$ cat src/rtl/ex_pkg.sv
// Shared encodings for the execute stage: ALU controls, multiply/divide ops,
// forwarding selects and the multiply/divide sequencer states.
package ex_pkg;

  localparam logic [3:0] ALU_AND  = 4'd0;
  localparam logic [3:0] ALU_OR   = 4'd1;
  localparam logic [3:0] ALU_ADD  = 4'd2;
  localparam logic [3:0] ALU_SUB  = 4'd6;
  localparam logic [3:0] ALU_SLT  = 4'd7;
  localparam logic [3:0] ALU_SLTU = 4'd8;
  localparam logic [3:0] ALU_XOR  = 4'd9;
  localparam logic [3:0] ALU_NOR  = 4'd10;
  localparam logic [3:0] ALU_SLL  = 4'd11;
  localparam logic [3:0] ALU_SRL  = 4'd12;
  localparam logic [3:0] ALU_SRA  = 4'd13;
  localparam logic [3:0] ALU_LUI  = 4'd14;

  localparam logic [3:0] MD_NONE  = 4'd0;
  localparam logic [3:0] MD_MULT  = 4'd1;
  localparam logic [3:0] MD_MULTU = 4'd2;
  localparam logic [3:0] MD_DIV   = 4'd3;
  localparam logic [3:0] MD_DIVU  = 4'd4;
  localparam logic [3:0] MD_MFHI  = 4'd5;
  localparam logic [3:0] MD_MFLO  = 4'd6;
  localparam logic [3:0] MD_MTHI  = 4'd7;
  localparam logic [3:0] MD_MTLO  = 4'd8;

  localparam logic [1:0] FWD_NONE  = 2'b00;
  localparam logic [1:0] FWD_EXMEM = 2'b10;
  localparam logic [1:0] FWD_MEMWB = 2'b01;

  typedef enum logic [1:0] {IDLE, MUL, DIV, FIX} md_state_t;

endpackage

$ cat src/rtl/ex_stage_md_unit.sv
// Iterative multiply/divide unit: one shift-add or restoring-subtract step
// per cycle on magnitudes, signs applied in a final FIX cycle, owns HI/LO.
module md_unit
  import ex_pkg::*;
#(
  parameter int DATA_W    = 32,
  parameter int MD_CYCLES = 32
) (
  input  logic              clk,
  input  logic              rst_n,
  input  logic              md_accept,
  input  logic [3:0]        md_op,
  input  logic [DATA_W-1:0] op_a,
  input  logic [DATA_W-1:0] op_b,
  output logic [DATA_W-1:0] hi,
  output logic [DATA_W-1:0] lo,
  output logic              md_busy
);

  localparam int CNT_W = $clog2(MD_CYCLES) + 1;
  localparam logic [CNT_W-1:0] LAST = CNT_W'(MD_CYCLES - 1);

  md_state_t           state;
  logic [DATA_W-1:0]   work_hi, work_lo, opnd;
  logic [CNT_W-1:0]    cnt;
  logic                neg_q, neg_r, dz, is_div;

  logic                sgn_a, sgn_b;
  logic [DATA_W-1:0]   abs_a, abs_b;
  logic [DATA_W:0]     mul_sum, div_shift, div_diff;
  logic [2*DATA_W-1:0] prod, prod_neg;

  always_comb begin
    sgn_a     = ((md_op == MD_MULT) || (md_op == MD_DIV)) && op_a[DATA_W-1];
    sgn_b     = ((md_op == MD_MULT) || (md_op == MD_DIV)) && op_b[DATA_W-1];
    abs_a     = sgn_a ? -op_a : op_a;
    abs_b     = sgn_b ? -op_b : op_b;
    mul_sum   = {1'b0, work_hi} + {1'b0, (work_lo[0] ? opnd : '0)};
    div_shift = {work_hi, work_lo[DATA_W-1]};
    div_diff  = div_shift - {1'b0, opnd};
    prod      = {work_hi, work_lo};
    prod_neg  = -prod;
  end

  always_ff @(posedge clk or negedge rst_n) begin
    if (!rst_n) begin
      state   <= IDLE;
      hi      <= '0;
      lo      <= '0;
      work_hi <= '0;
      work_lo <= '0;
      opnd    <= '0;
      cnt     <= '0;
      neg_q   <= 1'b0;
      neg_r   <= 1'b0;
      dz      <= 1'b0;
      is_div  <= 1'b0;
      md_busy <= 1'b0;
    end else begin
      case (state)
        IDLE: if (md_accept) begin
          case (md_op)
            MD_MULT, MD_MULTU: begin
              state   <= MUL;
              work_hi <= '0;
              work_lo <= abs_b;
              opnd    <= abs_a;
              neg_q   <= sgn_a ^ sgn_b;
              is_div  <= 1'b0;
              cnt     <= '0;
              md_busy <= 1'b1;
            end
            MD_DIV, MD_DIVU: begin
              state   <= DIV;
              work_hi <= '0;
              work_lo <= abs_a;
              opnd    <= abs_b;
              neg_q   <= sgn_a ^ sgn_b;
              neg_r   <= sgn_a;
              dz      <= (op_b == '0);
              is_div  <= 1'b1;
              cnt     <= '0;
              md_busy <= 1'b1;
            end
            MD_MTHI: hi <= op_a;
            MD_MTLO: lo <= op_a;
            default: ;
          endcase
        end
        MUL: begin
          {work_hi, work_lo} <= {mul_sum, work_lo[DATA_W-1:1]};
          cnt <= cnt + 1'b1;
          if (cnt == LAST) state <= FIX;
        end
        DIV: begin
          // A zero divisor keeps the dividend magnitude in work_lo for FIX.
          if (!dz) begin
            if (!div_diff[DATA_W]) begin
              work_hi <= div_diff[DATA_W-1:0];
              work_lo <= {work_lo[DATA_W-2:0], 1'b1};
            end else begin
              work_hi <= div_shift[DATA_W-1:0];
              work_lo <= {work_lo[DATA_W-2:0], 1'b0};
            end
          end
          cnt <= cnt + 1'b1;
          if (cnt == LAST) state <= FIX;
        end
        FIX: begin
          state   <= IDLE;
          md_busy <= 1'b0;
          if (is_div) begin
            if (dz) begin
              lo <= '1;
              hi <= neg_r ? -work_lo : work_lo;
            end else begin
              lo <= neg_q ? -work_lo : work_lo;
              hi <= neg_r ? -work_hi : work_hi;
            end
          end else begin
            {hi, lo} <= neg_q ? prod_neg : prod;
          end
        end
        default: state <= IDLE;
      endcase
    end
  end

endmodule

$ cat src/rtl/ex_stage.sv
// Execute stage: forwarding muxes, ALU, multiply/divide issue and the
// stall request raised while a multiply/divide occupies the unit.
module ex_stage
  import ex_pkg::*;
#(
  parameter int DATA_W    = 32,
  parameter int MD_CYCLES = 32
) (
  input  logic              clk,
  input  logic              rst_n,
  input  logic [1:0]        forwardA,
  input  logic [1:0]        forwardB,
  input  logic [DATA_W-1:0] id_ex_rs_data,
  input  logic [DATA_W-1:0] id_ex_rt_data,
  input  logic [DATA_W-1:0] id_ex_imm,
  input  logic [DATA_W-1:0] ex_mem_alu_result,
  input  logic [DATA_W-1:0] mem_wb_write_data,
  input  logic              id_ex_valid,
  input  logic              flush,
  input  logic              alu_src,
  input  logic [3:0]        alu_ctrl,
  input  logic [4:0]        shamt,
  input  logic [3:0]        md_op,
  output logic [DATA_W-1:0] alu_result,
  output logic [DATA_W-1:0] store_data,
  output logic              zero,
  output logic              md_busy,
  output logic              ex_stall
);

  logic [DATA_W-1:0] op_a, fwd_b, op_b, alu_out, hi, lo;
  logic              md_sel, md_accept;

  always_comb begin
    case (forwardA)
      FWD_EXMEM: op_a = ex_mem_alu_result;
      FWD_MEMWB: op_a = mem_wb_write_data;
      default:   op_a = id_ex_rs_data;
    endcase
    case (forwardB)
      FWD_EXMEM: fwd_b = ex_mem_alu_result;
      FWD_MEMWB: fwd_b = mem_wb_write_data;
      default:   fwd_b = id_ex_rt_data;
    endcase
    op_b = alu_src ? id_ex_imm : fwd_b;
  end

  always_comb begin
    case (alu_ctrl)
      ALU_AND:  alu_out = op_a & op_b;
      ALU_OR:   alu_out = op_a | op_b;
      ALU_ADD:  alu_out = op_a + op_b;
      ALU_SUB:  alu_out = op_a - op_b;
      ALU_SLT:  alu_out = {{(DATA_W-1){1'b0}}, ($signed(op_a) < $signed(op_b))};
      ALU_SLTU: alu_out = {{(DATA_W-1){1'b0}}, (op_a < op_b)};
      ALU_XOR:  alu_out = op_a ^ op_b;
      ALU_NOR:  alu_out = ~(op_a | op_b);
      ALU_SLL:  alu_out = op_b << shamt;
      ALU_SRL:  alu_out = op_b >> shamt;
      ALU_SRA:  alu_out = DATA_W'($signed(op_b) >>> shamt);
      ALU_LUI:  alu_out = {op_b[DATA_W-17:0], 16'h0};
      default:  alu_out = '0;
    endcase
  end

  assign md_sel     = id_ex_valid && !flush && (md_op != MD_NONE);
  assign md_accept  = md_sel && !md_busy;
  assign ex_stall   = md_sel && md_busy;
  assign store_data = fwd_b;

  always_comb begin
    if (md_accept && md_op == MD_MFHI)      alu_result = hi;
    else if (md_accept && md_op == MD_MFLO) alu_result = lo;
    else                                    alu_result = alu_out;
  end

  assign zero = (alu_result == '0);

  md_unit #(
    .DATA_W    (DATA_W),
    .MD_CYCLES (MD_CYCLES)
  ) u_md (
    .clk       (clk),
    .rst_n     (rst_n),
    .md_accept (md_accept),
    .md_op     (md_op),
    .op_a      (op_a),
    .op_b      (fwd_b),
    .hi        (hi),
    .lo        (lo),
    .md_busy   (md_busy)
  );

endmodule

$ cat config.mk
export PLATFORM = sky130hd
export DESIGN_NAME = ex_stage
export DESIGN_NICKNAME = d
export VERILOG_FILES = /design/src/rtl/ex_pkg.sv /design/src/rtl/ex_stage_md_unit.sv /design/src/rtl/ex_stage.sv
export SDC_FILE = /design/constraint.sdc
export NUM_CORES = 2
export LEC_CHECK = 0
export CAP_MARGIN = 20
export CORE_AREA = 5 5 246 248
export DETAILED_ROUTE_END_ITERATION = 10
export DIE_AREA = 0 0 251 253
export PLACE_DENSITY_LB_ADDON = 0.25
export SLEW_MARGIN = 10
export SYNTH_ARGS = -nofsm -noshare
export SYNTH_HDL_FRONTEND = slang
export SYNTH_HIERARCHICAL = 1
export SYNTH_SLANG_ARGS = --single-unit
$ cat constraint.sdc
create_clock -name clk -period 16.7 [get_ports clk]
set_input_delay 1.67 -clock clk [delete_from_list [all_inputs] [get_ports clk]]
set_output_delay 1.67 -clock clk [all_outputs]
set_load 0.05 [all_outputs]
==> qor.csv <==
metric,value,unit
status,finished clean,
synth_top_cell_by_area,dfrtp_1,
grt_max_degree,95,
synthTopCellsByArea,"dfrtp_1 (14%), ha_1 (7.2%), nand2_1 (6.1%)",
nets,4636,
yosys_warnings,6,
grt_pass1_vias,34600,
worst-setup-path-type,in -> out,
postCtsSetupBuffers,0,
ios,249,
die_w,251,µm
cts-buffers-inserted,17,
synthDistinctLibCells,104,
clock_sinks,173,
overflow,0,
die_area,63500,µm²
io_buffers,248,
cp-start-kind,primary input,
drive_gt1_share,6.44,%
endpoint_kind,primary output,
cts_tree,done,
ys_ff_latch,173,
critPathBufInv,6,
finClkSkew,15.1,ps
ys_seq_area_share,14.3,%
worst-path-max-fanout,69,
grt_usage,49.5,%
synth_edf_count,0,
synth_cells,4270,
cts_max_path_buffers,2,
ant_nets,0,
drv_cap,0,
drt-total-wl,165000,µm
crit_top_cell,inv_1,
total_power,4.16,mW
post-route-period-util,69.7,%
ys.flop_type,dfrtp_1,
p_leak,13.4,nW
avgSynthCellArea,7.10,µm²
path_cells,clkdlybuf4s50_1 -> inv_1 -> ha_2 -> buf_4 -> inv_1 -> mux2_2 -> nand2_1 -> nand2_1 -> inv_1 -> ha_1 -> o21ba_2 -> a2111o_1 -> a21oi_1 -> o31ai_1 -> o211ai_1 -> xnor2_1 -> o22ai_1 -> a2bb2oi_1 -> nor4_1 -> nand4_1 -> or4_1 -> nor4_2 -> clkdlybuf4s50_1,
cpPeakStageDelay,880,ps
critPathSlowestCell,clkdlybuf4s50_1,
h-tree-depth,4,
final_cell_mix,"nand2_1 (493), nor2_1 (398), o21ai_0 (330), a21oi_1 (307), clkdlybuf4s50_1 (243)",
fin_crit,11650,ps
slew_violations,0,
setup_viol,0,
drc_errors,0,
netlist_area,30300,µm²
fmax,85.9,MHz
initial_utilization,52.1,%
clkTransAtPathRegs,70,ps
place_inst,5028,
hold_path_class,reg -> reg,
synth_top_area_share,14.3,%
final_hold_viol_count,0,
wl_met3,21500,µm
crit_arrival,9980,ps
clock_latency,470,ps
top_layer,met5,
antenna_found_initial,7,
wl_met2,69600,µm
syn_nets,4630,
vias_per_cell,7.36,
hpwl,127000,µm
rows,89,
root_buffer,clkbuf_16,
grt_first_pass_wirelength,238000,µm
gp_congestion,1.15,
drt-met1-wl,56700,µm
hold_buffers,0,
vias,37300,
chipHeight,253,µm
rsz0062_at_grt,no,
layout_commonest_cell,nand2_1,
tns,0,ps
cts_resized,0,
relSlewSlack,10.8,%
dr.pass1.iters,7,
worst_slew_pin_slew,1340,ps
wire_per_inst,32.5,µm
final_cells,5063,
drt-initial-drc-count,5825,
synthArstFlopShare,100,%
crit_family,buffers and inverters,
cp.required,15030,ps
core-area,58200,µm²
syn_to_final_growth,11.0,%
power.density,124,nW/µm²
irDropWorstVdd,0.164,mV
## tightest hold or removal path, stage by stage, from the launching register on
cell and delay, ps:
dfrtp_1 350, nand2_1 50, o21ai_0 60
## cell usage after synthesis, types with 73 or more instances
cell / instances
nor3_1: 91
xnor2_1: 148
dfrtp_1: 173
a21oi_1: 309
mux2i_1: 117
a22oi_1: 104
ha_1: 174
o22ai_1: 73
xor2_1: 96
nand2_1: 495
nor2_1: 398
clkbuf_1: 256
o21ai_0: 333
inv_1: 183
## sequential cells by signal, indices dropped and copies added (netlist names)
name	count
u_md/state	2
u_md/lo	32
u_md/work_hi	32
u_md/hi	32
u_md/dz	1
u_md/neg_r	1
u_md/neg_q	1
u_md/is_div	1
u_md/opnd	32
u_md/cnt	6
u_md/work_lo	32
u_md/md_busy	1
## per-layer routing
| layer | up-vias | GRT usage (%) |
|---|---|---|
| met4 | 4 | 36.5 |
| met2 | 3069 | 75.8 |
| met1 | 17400 | 58.9 |
| li1 | 15900 | - |
| met5 | - | 0 |
| met3 | 884 | 14.8 |
## cells by family (layout without fill, tap and decap cells)
| group | count (synthesis) | in the layout | synth area share (%) |
|---|---|---|---|
| AO/OA/AOI/OAI | 1572 | 1572 | 35.2 |
| AND/OR/NAND/NOR | 1379 | 1379 | 21.1 |
| buffers and inverters | 540 | 559 | 7.14 |
| XOR/XNOR | 244 | 244 | 7.05 |
| multiplexers | 184 | 184 | 7.76 |
| adder cells (fa/ha/maj) | 178 | 178 | 7.44 |
| flip-flops | 173 | 173 | 14.3 |
| other | 0 | 1 | 0 |
## metrics by stage
| step | instance area, µm² | utilization, % | setup slack (ps) | hold WS, ps |
|---|---|---|---|---|
| after floorplan | 30300 | - | 7410 | 442 |
| after global placement | 33100 | 56.8 | 5470 | 460 |
| after detailed placement | 33100 | 56.8 | 5420 | 469 |
| after CTS | 33600 | 57.8 | 5390 | 486 |
| after global routing | 33700 | 57.8 | 4950 | 517 |
| final | 33700 | 57.8 | 5050 | 487 |
## where the power goes
part | switching (mW) | internal [mW]
clock network | 0.202 | 0.199
registers | 0.252 | 0.585
logic | 1.91 | 1.01
total | 2.37 | 1.80
## cell type report
type	count	area [µm²]
Timing Repair Buffer	340	3160
Sequential cell	173	4330
Clock inverter	14	144
Multi-Input combinational cell	3557	23900
Clock buffer	18	429
Inverter	187	702
Antenna cell	1	2.50
Fill cell	5600	24600
Tap cell	773	967
## final timing paths
check | slack (ps) | endpoint | from | depth (start not counted)
worst min register to register | 490 | u_md/opnd[14]$_DFFE_PN0P_ | u_md/opnd[14]$_DFFE_PN0P_ | 2
worst max register to register | 11790 | u_md/hi[24]$_DFFE_PN0P_ | u_md/work_lo[0]$_DFFE_PN0P_ | 10
max in group asynchronous | 13480 | u_md/neg_q$_DFFE_PN0P_ | rst_n | 3
worst min-delay path | 490 | u_md/opnd[14]$_DFFE_PN0P_ | u_md/opnd[14]$_DFFE_PN0P_ | 2
min in group asynchronous | 1170 | u_md/work_lo[4]$_DFFE_PN0P_ | rst_n | 1
worst max-delay path | 5050 | zero | forwardB[0] | 23
(Power assumes the default switching activity.)
